--- src/rtl/acc_alu_bank_pkg.sv ---
// Shared opcodes and sequencer states for the accumulator/ALU bank.
package acc_alu_bank_pkg;

    localparam logic [2:0] OP_PASS = 3'b000;
    localparam logic [2:0] OP_SUB  = 3'b001;
    localparam logic [2:0] OP_LOAD = 3'b010;
    localparam logic [2:0] OP_ADD  = 3'b011;
    localparam logic [2:0] OP_NAND = 3'b100;
    localparam logic [2:0] OP_MUL  = 3'b101;

    // Two bits wide so that the unused encodings can be decoded back to idle.
    typedef enum logic [1:0] {
        ST_IDLE = 2'b00,
        ST_MUL  = 2'b01
    } state_e;

endpackage

--- src/rtl/acc_alu_bank_alu_core.sv ---
// Combinational single-cycle ALU: PASS, SUB, LOAD, ADD, NAND; anything else passes a through.
module alu_core
    import acc_alu_bank_pkg::*;
#(
    parameter int WIDTH = 4
) (
    input  logic [WIDTH-1:0] a,
    input  logic [WIDTH-1:0] b,
    input  logic [2:0]       op,
    output logic [WIDTH-1:0] result,
    output logic             carry
);

    logic [WIDTH:0] sum;

    always_comb begin
        result = a;
        carry  = 1'b0;
        sum    = '0;
        case (op)
            OP_SUB: begin
                // A + ~b + 1: the carry-out is the "no borrow" flag (A >= b).
                sum    = {1'b0, a} + {1'b0, ~b} + {{WIDTH{1'b0}}, 1'b1};
                result = sum[WIDTH-1:0];
                carry  = sum[WIDTH];
            end
            OP_LOAD: result = b;
            OP_ADD: begin
                sum    = {1'b0, a} + {1'b0, b};
                result = sum[WIDTH-1:0];
                carry  = sum[WIDTH];
            end
            OP_NAND: result = ~(a & b);
            default: result = a;
        endcase
    end

endmodule

--- src/rtl/acc_alu_bank.sv ---
// Accumulator bank with handshaked ALU ops and registered result/flags.
// Define ACC_ALU_BANK_MUL_EN to add the multi-cycle shift-add multiply (opcode 101).
module acc_alu_bank
    import acc_alu_bank_pkg::*;
#(
    parameter  int WIDTH = 4,
    parameter  int NACC  = 2,
    localparam int SELW  = (NACC > 1) ? $clog2(NACC) : 1
) (
    input  logic             clk,
    input  logic             reset,
    input  logic             in_valid,
    output logic             in_ready,
    input  logic [2:0]       op,
    input  logic [SELW-1:0]  acc_sel,
    input  logic [WIDTH-1:0] b,
    output logic             out_valid,
    output logic [WIDTH-1:0] y,
    output logic             carry,
    output logic             zero
);

    logic [WIDTH-1:0] acc_q [NACC];
    logic [WIDTH-1:0] y_q;
    logic             carry_q;
    logic             zero_q;
    logic             out_valid_q;

    logic [SELW-1:0]  sel;
    logic [WIDTH-1:0] acc_rd;
    logic [WIDTH-1:0] alu_res;
    logic             alu_carry;
    logic             accept;
    logic             is_mul;
    logic             accept_single;

    // Out-of-range selects fall back to accumulator 0.
    always_comb begin
        sel = acc_sel;
        if (32'(acc_sel) >= 32'(NACC)) begin
            sel = '0;
        end
    end

    assign acc_rd = acc_q[sel];

    alu_core #(.WIDTH(WIDTH)) u_alu (
        .a      (acc_rd),
        .b      (b),
        .op     (op),
        .result (alu_res),
        .carry  (alu_carry)
    );

`ifdef ACC_ALU_BANK_MUL_EN
    localparam int CNTW = $clog2(WIDTH);

    state_e             state_q;
    logic [CNTW-1:0]    cnt_q;
    logic [2*WIDTH-1:0] mcand_q;
    logic [WIDTH-1:0]   mplier_q;
    logic [2*WIDTH-1:0] prod_q;
    logic [2*WIDTH-1:0] prod_d;
    logic [SELW-1:0]    tgt_q;

    assign in_ready = (state_q == ST_IDLE);
    assign is_mul   = (op == OP_MUL);
    assign prod_d   = prod_q + (mplier_q[0] ? mcand_q : '0);
`else
    assign in_ready = 1'b1;
    assign is_mul   = 1'b0;
`endif

    assign accept        = in_valid && in_ready;
    assign accept_single = accept && !is_mul;

    always_ff @(posedge clk or posedge reset) begin
        if (reset) begin
            for (int i = 0; i < NACC; i++) begin
                acc_q[i] <= '0;
            end
            y_q         <= '0;
            carry_q     <= 1'b0;
            zero_q      <= 1'b0;
            out_valid_q <= 1'b0;
`ifdef ACC_ALU_BANK_MUL_EN
            state_q  <= ST_IDLE;
            cnt_q    <= '0;
            mcand_q  <= '0;
            mplier_q <= '0;
            prod_q   <= '0;
            tgt_q    <= '0;
`endif
        end else begin
            out_valid_q <= 1'b0;
            if (accept_single) begin
                acc_q[sel]  <= alu_res;
                y_q         <= alu_res;
                carry_q     <= alu_carry;
                zero_q      <= (alu_res == '0);
                out_valid_q <= 1'b1;
            end
`ifdef ACC_ALU_BANK_MUL_EN
            case (state_q)
                ST_MUL: begin
                    prod_q   <= prod_d;
                    mcand_q  <= mcand_q << 1;
                    mplier_q <= mplier_q >> 1;
                    cnt_q    <= cnt_q - 1'b1;
                    // Terminal count: the last multiplier bit is folded in on this edge.
                    if (cnt_q == '0) begin
                        acc_q[tgt_q] <= prod_d[WIDTH-1:0];
                        y_q          <= prod_d[WIDTH-1:0];
                        carry_q      <= |prod_d[2*WIDTH-1:WIDTH];
                        zero_q       <= (prod_d[WIDTH-1:0] == '0);
                        out_valid_q  <= 1'b1;
                        state_q      <= ST_IDLE;
                    end
                end
                default: begin
                    state_q <= ST_IDLE;
                    if (accept && is_mul) begin
                        state_q  <= ST_MUL;
                        cnt_q    <= CNTW'(WIDTH - 1);
                        mcand_q  <= {{WIDTH{1'b0}}, acc_rd};
                        mplier_q <= b;
                        prod_q   <= '0;
                        tgt_q    <= sel;
                    end
                end
            endcase
`endif
        end
    end

    assign y         = y_q;
    assign carry     = carry_q;
    assign zero      = zero_q;
    assign out_valid = out_valid_q;

endmodule

--- config.mk ---
export PLATFORM = sky130hd
export DESIGN_NAME = acc_alu_bank
export DESIGN_NICKNAME = d
export VERILOG_FILES = /design/src/rtl/acc_alu_bank_pkg.sv /design/src/rtl/acc_alu_bank_alu_core.sv /design/src/rtl/acc_alu_bank.sv
export SDC_FILE = /design/constraint.sdc
export NUM_CORES = 1
export LEC_CHECK = 0
export CORE_ASPECT_RATIO = 1.25
export CORE_MARGIN = 2
export CORE_UTILIZATION = 50
export DETAILED_ROUTE_END_ITERATION = 16
export GPL_TIMING_DRIVEN = 0
export PLACE_DENSITY = 0.76
export SYNTH_ARGS = -nofsm -noshare
export SYNTH_HDL_FRONTEND = slang
export SYNTH_SLANG_ARGS = --single-unit
--- constraint.sdc ---
create_clock -name clk -period 4.7 [get_ports clk]
set_clock_uncertainty 0.1 [all_clocks]
set_input_delay 0.705 -clock clk [delete_from_list [all_inputs] [get_ports clk]]
set_output_delay 0.705 -clock clk [all_outputs]
set_load 0.1 [all_outputs]
==> impl_results.md, run 1 <==
* Status: complete, no violations
* Maximum clock path buffer count at 2
* Final setup vio count at 0
* TritonCTS Sinks at 15
* Fmax at roughly 350 MHz
* Vias per cell at about 5.4
* Comb power frac at 55.9%
* Final Slew Violations at 0
* Yosys top cell by area: dfrtp_1
* CTS buffer count at 3
* Internal power at between 300 and 400 uW
* Largest net degree at the start of global routing at 16
* CP max FO at 4
* # resized after CTS at 0
* Dominant synthesized flop cell: dfrtp_1
* Hold Crit Class: register to register
* Final wirelength at 2.36 mm
* GRT Overall Usage at about 19%
* Final #Nets at 167
* Reg power frac at a little under a third
* Final ANT Viol Nets at 0
* Area share of the largest cell type after synthesis at 32.4%
* Number of global-route vias before repair at 919
* Die ar. at 0.00272 sq mm
* Grt total ovfl at 0
* Period Utilization, post-route at between 60 and 70%
* Row count at 19
* DRC errors left at 0
* Leak at 0.000621 uW
* # diodes at 0
* Post-synth EDFFs at 0
* Peak VDD IR at about 0.37 mV
* # port buffers at 14
* Critical Path Sink Type: register
* Via count at 942
* Clock transition at the registers of the reported paths at 0.08 ns
* Starting Density at 52.9%
* Sequential area share after synthesis at 32.4%
* Die X at 47.0 microns
* Actual slew at the worst max-slew pin at 0.974 ns
* Hold_sp: acc_q[6]
* Die H at 57.8 microns
* Final worst path period need at 2.83 ns
* Fin. Hold Viols at 0
* Async SR Flop Fraction at 100%
* Fin cells at 176
* 1st-iter DRT viols at 18
* RSZ-0062 raised after global routing: no
* Top Ports at 19
* Top post-synthesis cells by area: dfrtp_1 (32%), ha_1 (8.6%), mux2_2 (4.9%)
* Register bit total from synthesis at 15
* Inst Count DP at between 150 and 200
* RD Place Congestion at 0.827
* R2r startpoint: acc_q[0]
* Crit path from: b[1]
* Layout cell share with drive strength beyond 1 at 12.4%
* Synth-to-Final Area Change at 17.7%
* Switching Share at a little under half
* Critical path class: input pin to register
* Global-route wire length before repair at 3.92 mm
* Drt pass-1 iters at 4
* Most frequent cells in the layout: dfrtp_1 (15), clkdlybuf4s50_1 (14), inv_1 (12), nand2_1 (11), o21ai_0 (9)
* Syn nets at around 150
* Clock power frac at 12.6%
* Warnings, synthesis at 0
* Syn avg cell area at 9.11 sq um
* Fillers at 199
* Clock Latency Late Sink at between 0.2 and 0.3 ns
* Post-synthesis cell count at 127
* TNS Setup at 0 ns
* Total net switching power at between 200 and 300 uW
* Most common cell after layout, fill and taps aside: dfrtp_1
* CP Data Required Time at 4.74 ns
* CP startpoint kind: input pin
* Htree depth at 1
* CP Data Arrival Time at 2.87 ns
* Mapped cell area at 0.00116 sq mm
* Cell Pwr Density at 410 mW/mm^2
* # Max-Cap Violations at 0
* Routed len/inst at 13.4 microns
* Yosys cell types at between 40 and 50
* Relative slew slack at 34.9%
* Post-CTS Setup Inserts at 0
* Dpl hpwl at 1.92 mm
* Multi-input logic area at 684 sq um
* CTS root buf: clkbuf_4
* Core Region at 0.00219 sq mm
* Post-CTS Hold Buffers at 0
* FF/Latch Area at 375 sq um
* CTS tree: yes
* Initial antenna violation count at 0
[stage by stage]
stage               area, sq um  hold WS, ns  total power [uW]  worst slack (ns)  utilization (%)
floorplan                  1160        0.344               419              1.88                -
global placement           1340        0.357               479              1.64             61.1
detailed placement         1340        0.372               492              1.58             61.1
CTS                        1360        0.390               565              1.87             62.3
global route               1360        0.421               594              1.56             62.3
finish                     1360        0.388               559              1.87             62.3
[per-layer routing]
metal,vias up,wire (microns),global-route usage (%)
li1,472,-,-
met1,435,1010,23.0
met2,23,1210,33.1
met3,12,56,1.87
met4,0,81,10.3
met5,-,0,0
[cells in the mapped netlist, drive strengths merged, types with 2 or more instances]
master   instances
fa               2
o21ai           10
inv             12
nand2b           3
nand2           11
a2111oi          2
nor2             5
mux2i            3
nor3b            2
o21bai           2
nor2b            8
dfrtp           15
a21oi            8
nor4b            2
clkbuf           2
nor3             2
buf              6
mux2             6
and3b            2
ha               8
a22oi            2
[power groups by stage]
stage	logic [uW]	registers (uW)	clock network (uW)
final	313	176	70.6
after global placement	303	176	0
after detailed placement	313	178	0
after CTS	315	176	74.1
after floorplan	155	263	0
after global routing	339	178	76.5
[flip-flops by register name (all words and copies together) (netlist names)]
signal     flops
acc_q          8
y              4
carry          1
out_valid      1
zero           1
[final cells by class]
type | count | share of cell area (%)
Tap cell | 31 | 2.85
Sequential cell | 15 | 27.5
Timing Repair Buffer | 14 | 10.3
Clock buffer | 4 | 1.93
Inverter | 12 | 3.31
Multi-Input combinational cell | 92 | 50.2
Buffer | 8 | 3.86
[critical path, cell delays in order]
cell             delay [ns]
clkdlybuf4s50_1        0.57
inv_1                  0.11
ha_1                   0.30
nor2b_1                0.05
nor4b_1                0.39
nor4b_1                0.12
nor3b_1                0.44
o21ai_0                0.18
[final timing paths]
kind | endpoint | cells after the start | slack, ns
min in group asynchronous | out_valid | 2 | 0.65
worst min-delay path | acc_q[6] | 2 | 0.39
worst max-delay path | acc_q[3] | 8 | 1.87
worst max register to register | y[1] | 8 | 2.14
worst min register to register | acc_q[6] | 2 | 0.39
max in group asynchronous | acc_q[2] | 2 | 3.49
[logic make-up after synthesis]
| group | share of synthesized area, % |
|---|---|
| adder cells (fa/ha/maj) | 12.1 |
| AND/OR/NAND/NOR | 17.8 |
| XOR/XNOR | 0.757 |
| multiplexers | 8.76 |
| other | 0.324 |
| buffers and inverters | 8.43 |
| AO/OA/AOI/OAI | 19.4 |
| flip-flops | 32.4 |
No activity file was read; power rests on OpenSTA's default activity.
==> inputs of run 2 (changes only) <==
--- a/config.mk
+++ b/config.mk
@@ -7,10 +7,10 @@
 export LEC_CHECK = 0
 export CORE_ASPECT_RATIO = 1.25
 export CORE_MARGIN = 2
-export CORE_UTILIZATION = 50
+export CORE_UTILIZATION = 47
 export DETAILED_ROUTE_END_ITERATION = 16
 export GPL_TIMING_DRIVEN = 0
-export PLACE_DENSITY = 0.76
+export PLACE_DENSITY = 0.75
 export SYNTH_ARGS = -nofsm -noshare
 export SYNTH_HDL_FRONTEND = slang
 export SYNTH_SLANG_ARGS = --single-unit
==> constraint.sdc (replaced) <==
create_clock -name clk -period 2.35 [get_ports clk]
set_clock_uncertainty 0.1 [all_clocks]
set_input_delay 0.3525 -clock clk [delete_from_list [all_inputs] [get_ports clk]]
set_output_delay 0.3525 -clock clk [all_outputs]
set_load 0.1 [all_outputs]
==> run 2 against run 1 <==
Via count decreased by 0.11%. Critical path type is now register to register. Cell area increased by 6.3%. Worst hold slack got worse by 0.075 ns.
==> impl_results.md, run 2 (synthesis results as in run 1) <==
* Starting Density at 48.7% (-4.2 points)
* Top Ports at 19 (unchanged)
* Final #Nets at 168 (+0.60%)
* Clock power frac at 11.9% (-0.7 points)
* TNS Setup at 0 ns (unchanged)
* CTS buffer count at 3 (unchanged)
* Actual slew at the worst max-slew pin at 0.971 ns (-0.00287 ns)
* Largest net degree at the start of global routing at 16 (unchanged)
* Synth-to-Final Area Change at 25.2%
* CP startpoint kind: register
* Period Utilization, post-route at between 90% and 100%
* # port buffers at 14 (unchanged)
* Final Slew Violations at 0 (unchanged)
* Leak at 0.000655 uW (+5.4%)
* Htree depth at 1 (unchanged)
* Fin. Hold Viols at 0 (unchanged)
* Maximum clock path buffer count at 2 (unchanged)
* Critical path class: register to register
* Most frequent cells in the layout: dfrtp_1 (15), clkdlybuf4s50_1 (13), inv_1 (11), nand2_1 (11), o21ai_0 (9)
* Internal power at 649 uW (+110%)
* Vias per cell at 5.26 (-1.8%)
* TritonCTS Sinks at 15 (unchanged)
* Routed len/inst at 13.4 microns (-0.26%)
* Dpl hpwl at 1.91 mm (-0.81%)
* Die X at 48.4 microns (+2.9%)
* Critical Path Sink Type: register
* Global-route wire length before repair at 4.03 mm (+2.8%)
* Total net switching power at 529 uW (+110%)
* Peak VDD IR at 0.836 mV (+130%)
* R2r startpoint: acc_q[4]
* Reg2Reg Setup Slack at 0.06 ns (-2.08 ns)
* Area after DPL at 0.00135 sq mm (+1.3%)
* Relative slew slack at 35.1% (+0.19 points)
* RSZ-0062 raised after global routing: yes
* Status: complete, no violations
* GRT Overall Usage at 17.9% (-1.4 points)
* Max reg flops at 8 (unchanged)
* Cell Pwr Density at 813 mW/mm^2 (+98%)
* Grt total ovfl at 0 (unchanged)
* DRC errors left at 0 (unchanged)
* RD Place Congestion at 0.843 (+1.9%)
* R2R cell count at 8 (unchanged)
* Row count at 20 (+1)
* Drt pass-1 iters at 3 (-1)
* Final setup vio count at 0 (unchanged)
* # diodes at 0 (unchanged)
* Clock Latency Late Sink at 0.27 ns (about the same)
* Hold Crit Class: input pin to async pin
* Final ANT Viol Nets at 0 (unchanged)
* Number of global-route vias before repair at 987 (+7.4%)
* Initial antenna violation count at 0 (unchanged)
* Die ar. at 0.00288 sq mm (+5.9%)
* CP Data Arrival Time at 2.35 ns (-0.52 ns)
* CTS root buf: clkbuf_4
* Via count at 941 (-0.11%)
* # Max-Cap Violations at 0 (unchanged)
* Switching Share at 44.9% (-0.48 points)
* Die H at 59.5 microns (+2.9%)
* CTS tree: yes
* Layout cell share with drive strength beyond 1 at 19.9% (+7.4 points)
* Final worst path period need at 2.29 ns
* Comb power frac at 57.9% (+2.0 points)
* Final Cell Area at 0.00145 sq mm (+6.3%)
* Largest reg by FF count: acc_q
* CP Data Required Time at 2.42 ns (-2.32 ns)
* Clock transition at the registers of the reported paths at 0.08 ns (about the same)
* CP max FO at 5 (+1)
* Worst hold margin at 0.313 ns (-0.0746 ns)
* Reg-to-Reg End: zero
* Final core occ at 60.9% (-1.4 points)
* Final wirelength at 2.39 mm (+1.4%)
* Reg power frac at 30.2% (-1.2 points)
* Most common cell after layout, fill and taps aside: dfrtp_1
* Fmax at roughly 440 MHz
* Core Region at 0.00238 sq mm (+8.7%)
* 1st-iter DRT viols at 7 (-11)
run 2: what timing repair did:
item / in CTS / in global routing
hold buffers: 0 / 0
endpoints found under the setup margin: 7 / 10
resized for setup: 7 / 7
buffers inserted: 1 / 0
pin swaps: 3 / 4
run 2: layout make-up:
cell class | count | area, sq um
Fill cell | 203 | 928
Multi-Input combinational cell | 92 | 758
Sequential cell | 15 | 375
Timing Repair Buffer | 15 | 150
Buffer | 8 | 52.6
Inverter | 12 | 45.0
Tap cell | 33 | 41.3
Clock buffer | 4 | 26.3
run 2: power groups by stage:
stage                     registers [uW]  clock network, uW  logic [uW]
after detailed placement             361                  0         627
final                                355                140         683
after global routing                 363                159         733
after global placement               355                  0         613
after floorplan                      530                  0         316
after CTS                            356                150         668
run 2: worst max-delay path, stage by stage (launching register included):
cell and delay [ns]:
dfrtp_1 0.41, mux2i_4 0.21, ha_2 0.23, inv_2 0.04, fa_1 0.47, nor2b_4 0.16, a2111oi_4 0.05, o31a_1 0.26
a41o_1 0.24
run 2: layer usage:
layer | GRT usage (%) | wire [microns] | vias up
li1 | - | - | 476
met1 | 19.1 | 1040 | 449
met2 | 35.7 | 1280 | 12
met3 | 1.26 | 50 | 4
met4 | 9.39 | 26 | 0
met5 | 0 | 0 | -
run 2: worst max-delay path by stage:
stage,from,endpoint,cells after the start
after floorplan,acc_sel,y[1],8
after global placement,b[1],acc_q[3],8
after detailed placement,b[1],acc_q[3],8
after CTS,acc_q[4],y[1],8
after global routing,acc_q[4],acc_q[1],8
final,acc_q[4],zero,8
run 2: per-stage QoR:
step	setup WS [ns]	power (uW)	cells
after floorplan	0.0174	846	127
after global placement	-0.370	969	174
after detailed placement	-0.409	988	174
after CTS	-0.00410	1170	179
after global routing	-0.0173	1260	179
final	0.0638	1180	179
